File: src/rtl/img_wr_stage_pkg.sv
// Shared widths, FSM state encoding and frame-buffer base selection for the image write stage.
package img_wr_stage_pkg;

  localparam int PIX_W  = 24;
  localparam int ADDR_W = 24;
  localparam int DATA_W = 32;

  typedef enum logic [1:0] {
    ST_IDLE    = 2'd0,
    ST_CAPTURE = 2'd1,
    ST_DRAIN   = 2'd2,
    ST_DONE    = 2'd3
  } wr_state_t;

  function automatic logic [ADDR_W-1:0] frame_base(
    input logic              sel,
    input logic [ADDR_W-1:0] base0,
    input logic [ADDR_W-1:0] base1
  );
    logic [ADDR_W-1:0] base_s;
    if (sel) begin
      base_s = base1;
    end else begin
      base_s = base0;
    end
    return base_s;
  endfunction

endpackage

File: src/rtl/img_wr_stage_fifo.sv
// Single-clock first-word-fall-through FIFO; a push on a full FIFO is accepted when a pop frees the slot.
module img_wr_stage_fifo #(
  parameter int WIDTH = 24,
  parameter int DEPTH = 16
) (
  input  logic             clk,
  input  logic             reset,
  input  logic             push,
  input  logic [WIDTH-1:0] push_data,
  input  logic             pop,
  output logic [WIDTH-1:0] head,
  output logic             empty,
  output logic             full,
  output logic             single
);

  localparam int            AW       = $clog2(DEPTH);
  localparam logic [AW:0]   CNT_FULL = (AW+1)'(DEPTH);
  localparam logic [AW:0]   CNT_ONE  = (AW+1)'(1);
  localparam logic [AW-1:0] PTR_ONE  = AW'(1);

  logic [WIDTH-1:0] mem_r [DEPTH];
  logic [AW-1:0]    wr_ptr_r;
  logic [AW-1:0]    rd_ptr_r;
  logic [AW:0]      count_r;
  logic             do_push_s;
  logic             do_pop_s;

  assign empty     = (count_r == '0);
  assign full      = (count_r == CNT_FULL);
  assign single    = (count_r == CNT_ONE);
  assign head      = mem_r[rd_ptr_r];
  assign do_pop_s  = pop && !empty;
  assign do_push_s = push && (!full || do_pop_s);

  // Storage array, left unreset so it can map onto a register file.
  always_ff @(posedge clk) begin
    if (do_push_s) begin
      mem_r[wr_ptr_r] <= push_data;
    end
  end

  // Pointer and occupancy tracking; reset discards all contents.
  always_ff @(posedge clk) begin
    if (reset) begin
      wr_ptr_r <= '0;
      rd_ptr_r <= '0;
      count_r  <= '0;
    end else begin
      if (do_push_s) begin
        wr_ptr_r <= wr_ptr_r + PTR_ONE;
      end
      if (do_pop_s) begin
        rd_ptr_r <= rd_ptr_r + PTR_ONE;
      end
      case ({do_push_s, do_pop_s})
        2'b10:   count_r <= count_r + CNT_ONE;
        2'b01:   count_r <= count_r - CNT_ONE;
        default: count_r <= count_r;
      endcase
    end
  end

endmodule

File: src/rtl/img_wr_stage.sv
// Camera pixel write stage: buffers a non-stallable pixel stream and writes it word by word
// into one of two ping-pong frame buffers, flagging dropped pixels and misplaced sof strobes.
module img_wr_stage
  import img_wr_stage_pkg::*;
#(
  parameter logic [ADDR_W-1:0] FRAME_PIXELS = 24'd307200,
  parameter logic [ADDR_W-1:0] FRAME_BASE0  = 24'h000000,
  parameter logic [ADDR_W-1:0] FRAME_BASE1  = 24'h080000,
  parameter int                FIFO_DEPTH   = 16
) (
  input  logic              wr_clk,
  input  logic              reset,
  input  logic              capture_en,
  input  logic              sof,
  input  logic              pix_valid,
  input  logic [PIX_W-1:0]  pix_data,
  input  logic              wr_rdy,
  output logic              wr_en,
  output logic [ADDR_W-1:0] wr_addr,
  output logic [DATA_W-1:0] wr_data,
  output logic              buf_sel,
  output logic              frame_done,
  output logic              overflow,
  output logic              frame_err
);

  localparam logic [ADDR_W-1:0] CNT_ONE = 24'd1;

  wr_state_t         state_r, state_s;
  logic [ADDR_W-1:0] pix_cnt_r, pix_cnt_s;
  logic [ADDR_W-1:0] wr_cnt_r, wr_cnt_s;
  logic [ADDR_W-1:0] drop_cnt_r, drop_cnt_s;
  logic [ADDR_W-1:0] wr_addr_r;
  logic              buf_sel_r, buf_sel_s;
  logic              frame_done_r, overflow_r, frame_err_r;
  logic [PIX_W-1:0]  head_s;
  logic              empty_s, full_s, single_s;
  logic              pop_s, start_s, take_s, drop_s, push_s, sof_err_s, drained_s;

  img_wr_stage_fifo #(
    .WIDTH (PIX_W),
    .DEPTH (FIFO_DEPTH)
  ) u_fifo (
    .clk       (wr_clk),
    .reset     (reset),
    .push      (push_s),
    .push_data (pix_data),
    .pop       (pop_s),
    .head      (head_s),
    .empty     (empty_s),
    .full      (full_s),
    .single    (single_s)
  );

  // Per-cycle pixel and write strobes; a pop on a full FIFO makes room for this cycle's pixel.
  always_comb begin
    pop_s     = !empty_s && wr_rdy;
    start_s   = (state_r == ST_IDLE) && sof && capture_en;
    take_s    = pix_valid && (start_s || (state_r == ST_CAPTURE));
    drop_s    = take_s && full_s && !pop_s;
    push_s    = take_s && !drop_s;
    sof_err_s = sof && (state_r != ST_IDLE);
    drained_s = empty_s || (single_s && pop_s);
  end

  // Next-state and counter logic; draining looks one write ahead so frame_done follows the last write.
  always_comb begin
    state_s    = state_r;
    pix_cnt_s  = pix_cnt_r;
    wr_cnt_s   = pop_s ? (wr_cnt_r + CNT_ONE) : wr_cnt_r;
    drop_cnt_s = drop_s ? (drop_cnt_r + CNT_ONE) : drop_cnt_r;
    buf_sel_s  = buf_sel_r;
    case (state_r)
      ST_IDLE: begin
        if (start_s) begin
          state_s   = ST_CAPTURE;
          buf_sel_s = !buf_sel_r;
          pix_cnt_s = take_s ? CNT_ONE : '0;
        end else begin
          state_s = ST_IDLE;
        end
      end
      ST_CAPTURE: begin
        if (take_s) begin
          pix_cnt_s = pix_cnt_r + CNT_ONE;
          if (pix_cnt_s == FRAME_PIXELS) begin
            state_s = ST_DRAIN;
          end else begin
            state_s = ST_CAPTURE;
          end
        end else begin
          state_s = ST_CAPTURE;
        end
      end
      ST_DRAIN: begin
        if (drained_s && (wr_cnt_s == (pix_cnt_r - drop_cnt_r))) begin
          state_s = ST_DONE;
        end else begin
          state_s = ST_DRAIN;
        end
      end
      ST_DONE: begin
        state_s    = ST_IDLE;
        pix_cnt_s  = '0;
        wr_cnt_s   = '0;
        drop_cnt_s = '0;
      end
      default: begin
        state_s    = ST_IDLE;
        pix_cnt_s  = '0;
        wr_cnt_s   = '0;
        drop_cnt_s = '0;
      end
    endcase
  end

  // State, counters, address and sticky flags.
  always_ff @(posedge wr_clk) begin
    if (reset) begin
      state_r      <= ST_IDLE;
      pix_cnt_r    <= '0;
      wr_cnt_r     <= '0;
      drop_cnt_r   <= '0;
      buf_sel_r    <= 1'b0;
      wr_addr_r    <= FRAME_BASE0;
      frame_done_r <= 1'b0;
      overflow_r   <= 1'b0;
      frame_err_r  <= 1'b0;
    end else begin
      state_r      <= state_s;
      pix_cnt_r    <= pix_cnt_s;
      wr_cnt_r     <= wr_cnt_s;
      drop_cnt_r   <= drop_cnt_s;
      buf_sel_r    <= buf_sel_s;
      wr_addr_r    <= frame_base(buf_sel_s, FRAME_BASE0, FRAME_BASE1) + wr_cnt_s;
      frame_done_r <= (state_s == ST_DONE);
      overflow_r   <= overflow_r || drop_s;
      frame_err_r  <= frame_err_r || sof_err_s;
    end
  end

  assign wr_en      = pop_s;
  assign wr_addr    = wr_addr_r;
  assign wr_data    = empty_s ? '0 : {8'h00, head_s};
  assign buf_sel    = buf_sel_r;
  assign frame_done = frame_done_r;
  assign overflow   = overflow_r;
  assign frame_err  = frame_err_r;

endmodule

File: config.mk
export PLATFORM = sky130hd
export DESIGN_NAME = img_wr_stage
export DESIGN_NICKNAME = d
export VERILOG_FILES = /design/src/rtl/img_wr_stage_pkg.sv /design/src/rtl/img_wr_stage_fifo.sv /design/src/rtl/img_wr_stage.sv
export SDC_FILE = /design/constraint.sdc
export NUM_CORES = 1
export LEC_CHECK = 0
export CAP_MARGIN = 20
export CORE_MARGIN = 3
export CORE_UTILIZATION = 45
export CTS_CLUSTER_DIAMETER = 120
export CTS_CLUSTER_SIZE = 24
export DETAILED_ROUTE_END_ITERATION = 6
export HOLD_SLACK_MARGIN = 0.06
export PLACE_DENSITY_LB_ADDON = 0.12
export SLEW_MARGIN = 30
export SYNTH_ARGS = -nofsm -noshare
export SYNTH_HDL_FRONTEND = slang
export SYNTH_SLANG_ARGS = --single-unit
File: constraint.sdc
create_clock -name wr_clk -period 7.6 [get_ports wr_clk]
set_input_delay 1.9 -clock wr_clk [delete_from_list [all_inputs] [get_ports wr_clk]]
set_output_delay 1.9 -clock wr_clk [all_outputs]
set_load 0.1 [all_outputs]
# ---- Word level (Yosys, flattened, before mapping)
# Memories as Yosys holds them, arrays and structs flattened. A register that Yosys moved wholly into a read port is not among the register bits.
# Index checks and enable logic that the tools add are counted.
dict set report classes {
  addsub 9
  eq_ne 12
  n_mux 21
  reduce_logical 29
}
# op n
set ops {}
lappend ops {{$mux 24} 6}
lappend ops {{$add 24x1->24 const B} 3}
lappend ops {{$pmux 24 s3} 1}
lappend ops {{$add 24x24->24} 1}
lappend ops {{$eq 24x19->1 const B} 1}
lappend ops {{$eq 24x24->1} 1}
lappend ops {{$sub 24x24->24} 1}
lappend ops {{$mux 20} 1}
lappend ops {{$logic_and 1x1->1} 12}
lappend ops {{$pmux 5 s2} 1}
lappend ops {{$add 4x1->4 const B} 2}
lappend ops {{$eq 2x2->1 const B} 4}
lappend ops {{$mux 4} 2}
lappend ops {{$pmux 2 s4} 1}
lappend ops {{$mux 1} 7}
lappend ops {{$add 5x1->5 const B} 1}
lappend ops {{$eq 5x1->1 const B} 1}
lappend ops {{$eq 5x5->1 const B} 1}
lappend ops {{$logic_not 1->1} 5}
lappend ops {{$logic_not 5->1} 1}
lappend ops {{$logic_or 1x1->1} 5}
lappend ops {{$sub 5x1->5 const B} 1}
lappend ops {{$eq 2x1->1 const B} 2}
lappend ops {{$mux 2} 2}
lappend ops {{other kinds (6)} 8}
dict set report totals {
  reg_bits 115
  mem_bits_rw 384
  input_bits 30
  output_inout_bits 61
  wordCells 84
  mem_count 1
}
# memory depth width rd rd_clocked_by_memory_dff wr line
set memory_table {}
lappend memory_table {u_fifo.mem_r 16 24 1 1 1 img_wr_stage_fifo.sv:22} ;# logic [WIDTH-1:0] mem_r [DEPTH];

# ---- Depth between registers and ports, before layout
dict set report logic_depth {
  word_depth 12
  depth_mapped 13
}

# ---- Modules after synthesis
# A second synthesis with hierarchy kept.
dict set report hier_totals {
  hier_cells 1553
  area_unflattened_um2 21784.6
}
# module n_inst cells_each area_each_um2 seq_area_each_um2
set by_module_without_submodules {}
lappend by_module_without_submodules {img_wr_stage_fifo 1 713 15331.0 11871.4}
lappend by_module_without_submodules {img_wr_stage 1 840 6453.7 1661.6}

# ---- Least setup slack after synthesis
# Ideal clock, no wire load.
dict set report synth_path {
  path_kind {input-to-reg}
  startpoint {in capture_en}
  endpoint {mem u_fifo.mem_r[3][0], enable pin}
  setup_ps 435
  t_arrival_ps 4482
  t_required_ps 7165
  setup_slack_ps 2683
  stages 6
  path_buffers 1
  cell_sequence {nand2_1 > a211o_1 > nor2b_1 > clkbuf_1 > nand2_1 > nor3_1}
}
dict set report synth_between {
  elab_chain_cells 10
}
# item line
set synth_rtl {}
lappend synth_rtl {{from (decl)} img_wr_stage.sv:13} ;# input logic capture_en,
lappend synth_rtl {{$logic_and 1x1->1 (*)} img_wr_stage.sv:58} ;# start_s = (state_r == ST_IDLE) && sof && capture_en;
lappend synth_rtl {{$logic_or 1x1->1 (*)} img_wr_stage.sv:59} ;# take_s = pix_valid && (start_s || (state_r == ST_CAPTURE));
lappend synth_rtl {{$logic_and 1x1->1 (*)} img_wr_stage.sv:59}
lappend synth_rtl {{$logic_and 1x1->1 (2 in series)} img_wr_stage.sv:60} ;# drop_s = take_s && full_s && !pop_s;
lappend synth_rtl {{$logic_not 1->1} img_wr_stage.sv:61} ;# push_s = take_s && !drop_s;
lappend synth_rtl {{$logic_and 1x1->1 (*)} img_wr_stage.sv:61}
lappend synth_rtl {{$logic_and 1x1->1 (*)} img_wr_stage_fifo.sv:34} ;# assign do_push_s = push && (!full || do_pop_s);
lappend synth_rtl {{$mux 1 (*)} img_wr_stage_fifo.sv:38} ;# if (do_push_s) begin
lappend synth_rtl {{$mux 1 (not written as such) (*)} img_wr_stage_fifo.sv:39} ;# mem_r[wr_ptr_r] <= push_data;
lappend synth_rtl {{to (decl)} img_wr_stage_fifo.sv:22}
# Every way passes the cells marked *; elsewhere a longest branch is shown, timed or not.

==> run_results.csv <==
group,metric,value,unit
floorplanning,die_y,224.6,um
clock_tree,htree_levels,1,
global_routing,grt_pass1_vias,12050,
floorplanning,die_area,50430,um2
place,place.gp.congestion,0.7977,
clock_tree,cts_buffers,24,
setup_path,reg2reg_from,"u_fifo.count_r[0]",
detailed_routing,viasPerCell,5.764,
place,pre_cts_slack,1972,ps
timing,period_share,78.84,%
timing,finalCriticalPeriod,5992,ps
finish,mostFrequentLayoutCell,"edfxtp_1",
clock_tree,postCtsSetupBuffers,0,
synthesis,synth_area,21500,um2
global_routing,grt_start_max_net_pins,60,
timing,slew_viol_final,0,
status,status,"finished clean",
worst_hold_path,whs_path_depth,2,
run,maxCapViolCount,0,
clock_tree,cts_tree,"yes",
timing,setup_violations,0,
synthesis,postSynthCellCount,1439,
timing,fin_skew,13.62,ps
synthesis,avgSynthCellArea,14.94,um2
setup_path,setup.worst_path.end_class,"output port",
synthesis,synth_seq_cells,484,
synthesis,yosysUniqueCellTypes,66,
floorplanning,io_pins,91,
clock_tree,ctsHoldBuffers,0,
setup_path,cp.required,5700,ps
global_routing,grt_overflow,0,
finish,postLayoutCoreUtil,50.79,%
synthesis,yosys.area_share.adder,2.305,%
synthesis,synth-simple-area-share,9.318,%
detailed_routing,dr.max_layer_used,"met4",
clock_tree,clk_pin_slew,100,ps
finish,syn_to_final_growth,10.69,%
detailed_routing,num_vias,12120,
synthesis,synth_xor_area_share,4.854,%
detailed_routing,wl_met1,20.46,mm
finish,final_cells,2102,
power_and_ir_drop,peakVddDrop,0.3304,mV
detailed_routing,drc,0,
setup_path,critical_path.endpoint,"wr_data[13]",
setup_path,reg2reg_to,"frame_done",
power_and_ir_drop,powerDensity,268.7,nW/um2
timing,hold_viol,0,
detailed_routing,routedWlPerCell,23.62,um
place,dp_cells,2068,
timing,worst-slew-pin-transition,1027,ps
floorplanning,die_x,224.6,um
place,port_buffers,82,
place,dp_hpwl,31.66,mm
timing,fin_ws,1608,ps
setup_path,start_kind,"flop",
finish,diodes,0,
synthesis,ys_seq_area_share,62.95,%
synthesis,synth-main-ff-cell,"edfxtp_1",
timing,setup-tns-final,0,ps
detailed_routing,wl_met2,25.84,mm
clock_tree,cts_resized,0,
detailed_routing,wirelength,49.64,mm
setup_path,path_class,"reg2out",
timing,rsz0062_at_grt,"false",
floorplanning,initial_core_util,45.88,%
clock_tree,root_buffer,"clkbuf_16",
timing,slew-limit-headroom,31.32,%
finish,layout-drive-gt1-share,14.38,%
clock_tree,clockBufferDepth,3,
timing,whs,449.6,ps
place,placed_area,23090,um2
setup_path,cp_max_fo,59,
detailed_routing,dr.pass1.iters,5,
synthesis,synthArstFlopShare,0,%
global_routing,grt_pass1_wl,74.75,mm
finish,final_cell_mix,"edfxtp_1 (384), mux4_2 (120), nor2_1 (110)",
timing,timing.fmax,0.1669,GHz
global_routing,antenna_found_initial,1,
clock_tree,clock_sink_count,484,
detailed_routing,drt-initial-drc-count,881,
detailed_routing,wl_met3,2.137,mm
power_and_ir_drop,finalPower,6.394,mW
synthesis,synth_top_family_by_area,"multiplexers",
power_and_ir_drop,p_leak,7.634,nW
setup_path,arrival,4090,ps
floorplanning,coreArea,46850,um2
global_routing,grtUsageTotal,19.55,%
worst_hold_path,hold_class,"reg2reg",
setup_path,rr_worst_depth,13,
synthesis,synth_compound_area_share,4.761,%
synthesis,synthMuxAreaShare,12.90,%
synthesis,synth_edf_count,384,
clock_tree,clkLatencyLatePin,580,ps
synthesis,ys_warn_count,0,
setup_path,r2r_slack,3160,ps
finish,nNetsFinal,1557,
detailed_routing,postRouteAntennaNets,0,
finish,fin_area,23800,um2
floorplanning,rows,79,
==> kinds of logic (layout without fill, tap and decap cells) <==
group                      Yosys count  count (layout)
and+or+nand+nor                    392             392
DFF                                484             484
xor gates and xnor gates            95              95
muxes                              127             127
other                                1               8
AOI/OAI and AO/OA                  162             162
adders and majority gates           39              39
buffers and inverters              139             188
==> routing by layer <==
| layer | vias to the layer above | GRT usage (%) |
|---|---|---|
| li1 | 5566 | - |
| met1 | 6229 | 25.35 |
| met2 | 262 | 35.10 |
| met3 | 58 | 2.806 |
| met4 | 0 | 4.490 |
| met5 | - | 0 |
==> synthesized netlist by cell type, types with 4 or more instances <==
cell type    n  area [um2]
a211oi_1    10       75.07
a21o_1      13       97.59
a21oi_1     52       260.3
a22oi_1      7       52.55
a311oi_1     4       35.03
a31oi_1     11       68.82
and2_1      28       175.2
and3_1      17       106.4
and4_1       7       61.31
buf_1       11       41.29
buf_4       27       202.7
clkbuf_1    57       214.0
dfxtp_1    100        2002
edfxtp_1   384       11530
ha_1        38       475.5
inv_1       43       161.4
mux2i_1      7       70.07
mux4_2     120        2703
nand2_1     68       255.2
nand2b_1    11       68.82
nand3_1     38       190.2
nand4_1     18       112.6
nor2_1     122       457.9
nor2b_1      8       50.05
nor3_1      28       140.1
nor4_1      15       93.84
o211ai_1     4       30.03
o21ai_0     31       155.2
or2_2        4       25.02
or3_1        9       56.30
or4_1        4       30.03
xnor2_1     60       525.5
xnor3_1     11       247.7
xor2_1      20       175.2
xor3_1       4       95.09
==> final cells by class <==
| cell class | count | area (um2) |
|---|---|---|
| fill | 3962 | 23060 |
| clock buffer | 30 | 623.1 |
| multi-input combinational | 823 | 7492 |
| timing repair buffer | 111 | 1159 |
| inverter | 44 | 165.2 |
| tap | 607 | 759.5 |
| clock inverter | 3 | 55.05 |
| sequential | 484 | 13540 |
==> worst min path at each step <==
stage                     slack, ps               start         to
after global routing            490           frame_err  frame_err
after floorplan                 470  u_fifo.rd_ptr_r[1]       flop
after detailed placement        440           frame_err  frame_err
final                           450           frame_err  frame_err
after global placement          440           frame_err  frame_err
after CTS                       460           frame_err  frame_err
==> registers in the layout, indices dropped and copies added (netlist names), named ones only <==
| signal | count |
|---|---|
| frame_done | 1 |
| wr_cnt_r | 24 |
| wr_addr | 5 |
| pix_cnt_r | 24 |
| u_fifo.rd_ptr_r | 4 |
| u_fifo.mem_r | 384 |
| buf_sel | 1 |
| overflow | 1 |
| drop_cnt_r | 24 |
| u_fifo.wr_ptr_r | 4 |
| state_r | 2 |
| frame_err | 1 |
| u_fifo.count_r | 5 |
==> critical path, stage by stage, from the launching register on <==
cell and delay (ps):
dfxtp_4 960, buf_4 460, mux4_2 350, mux4_2 540, and2_1 190, clkdlybuf4s50_1 960
==> power breakdown <==
part	switching [mW]	internal (mW)
Clock	0.826	0.593
Sequential	0.113	2.89
Combinational	1.27	0.705
Total	2.21	4.19
No activity file was read; power rests on OpenSTA's default activity.
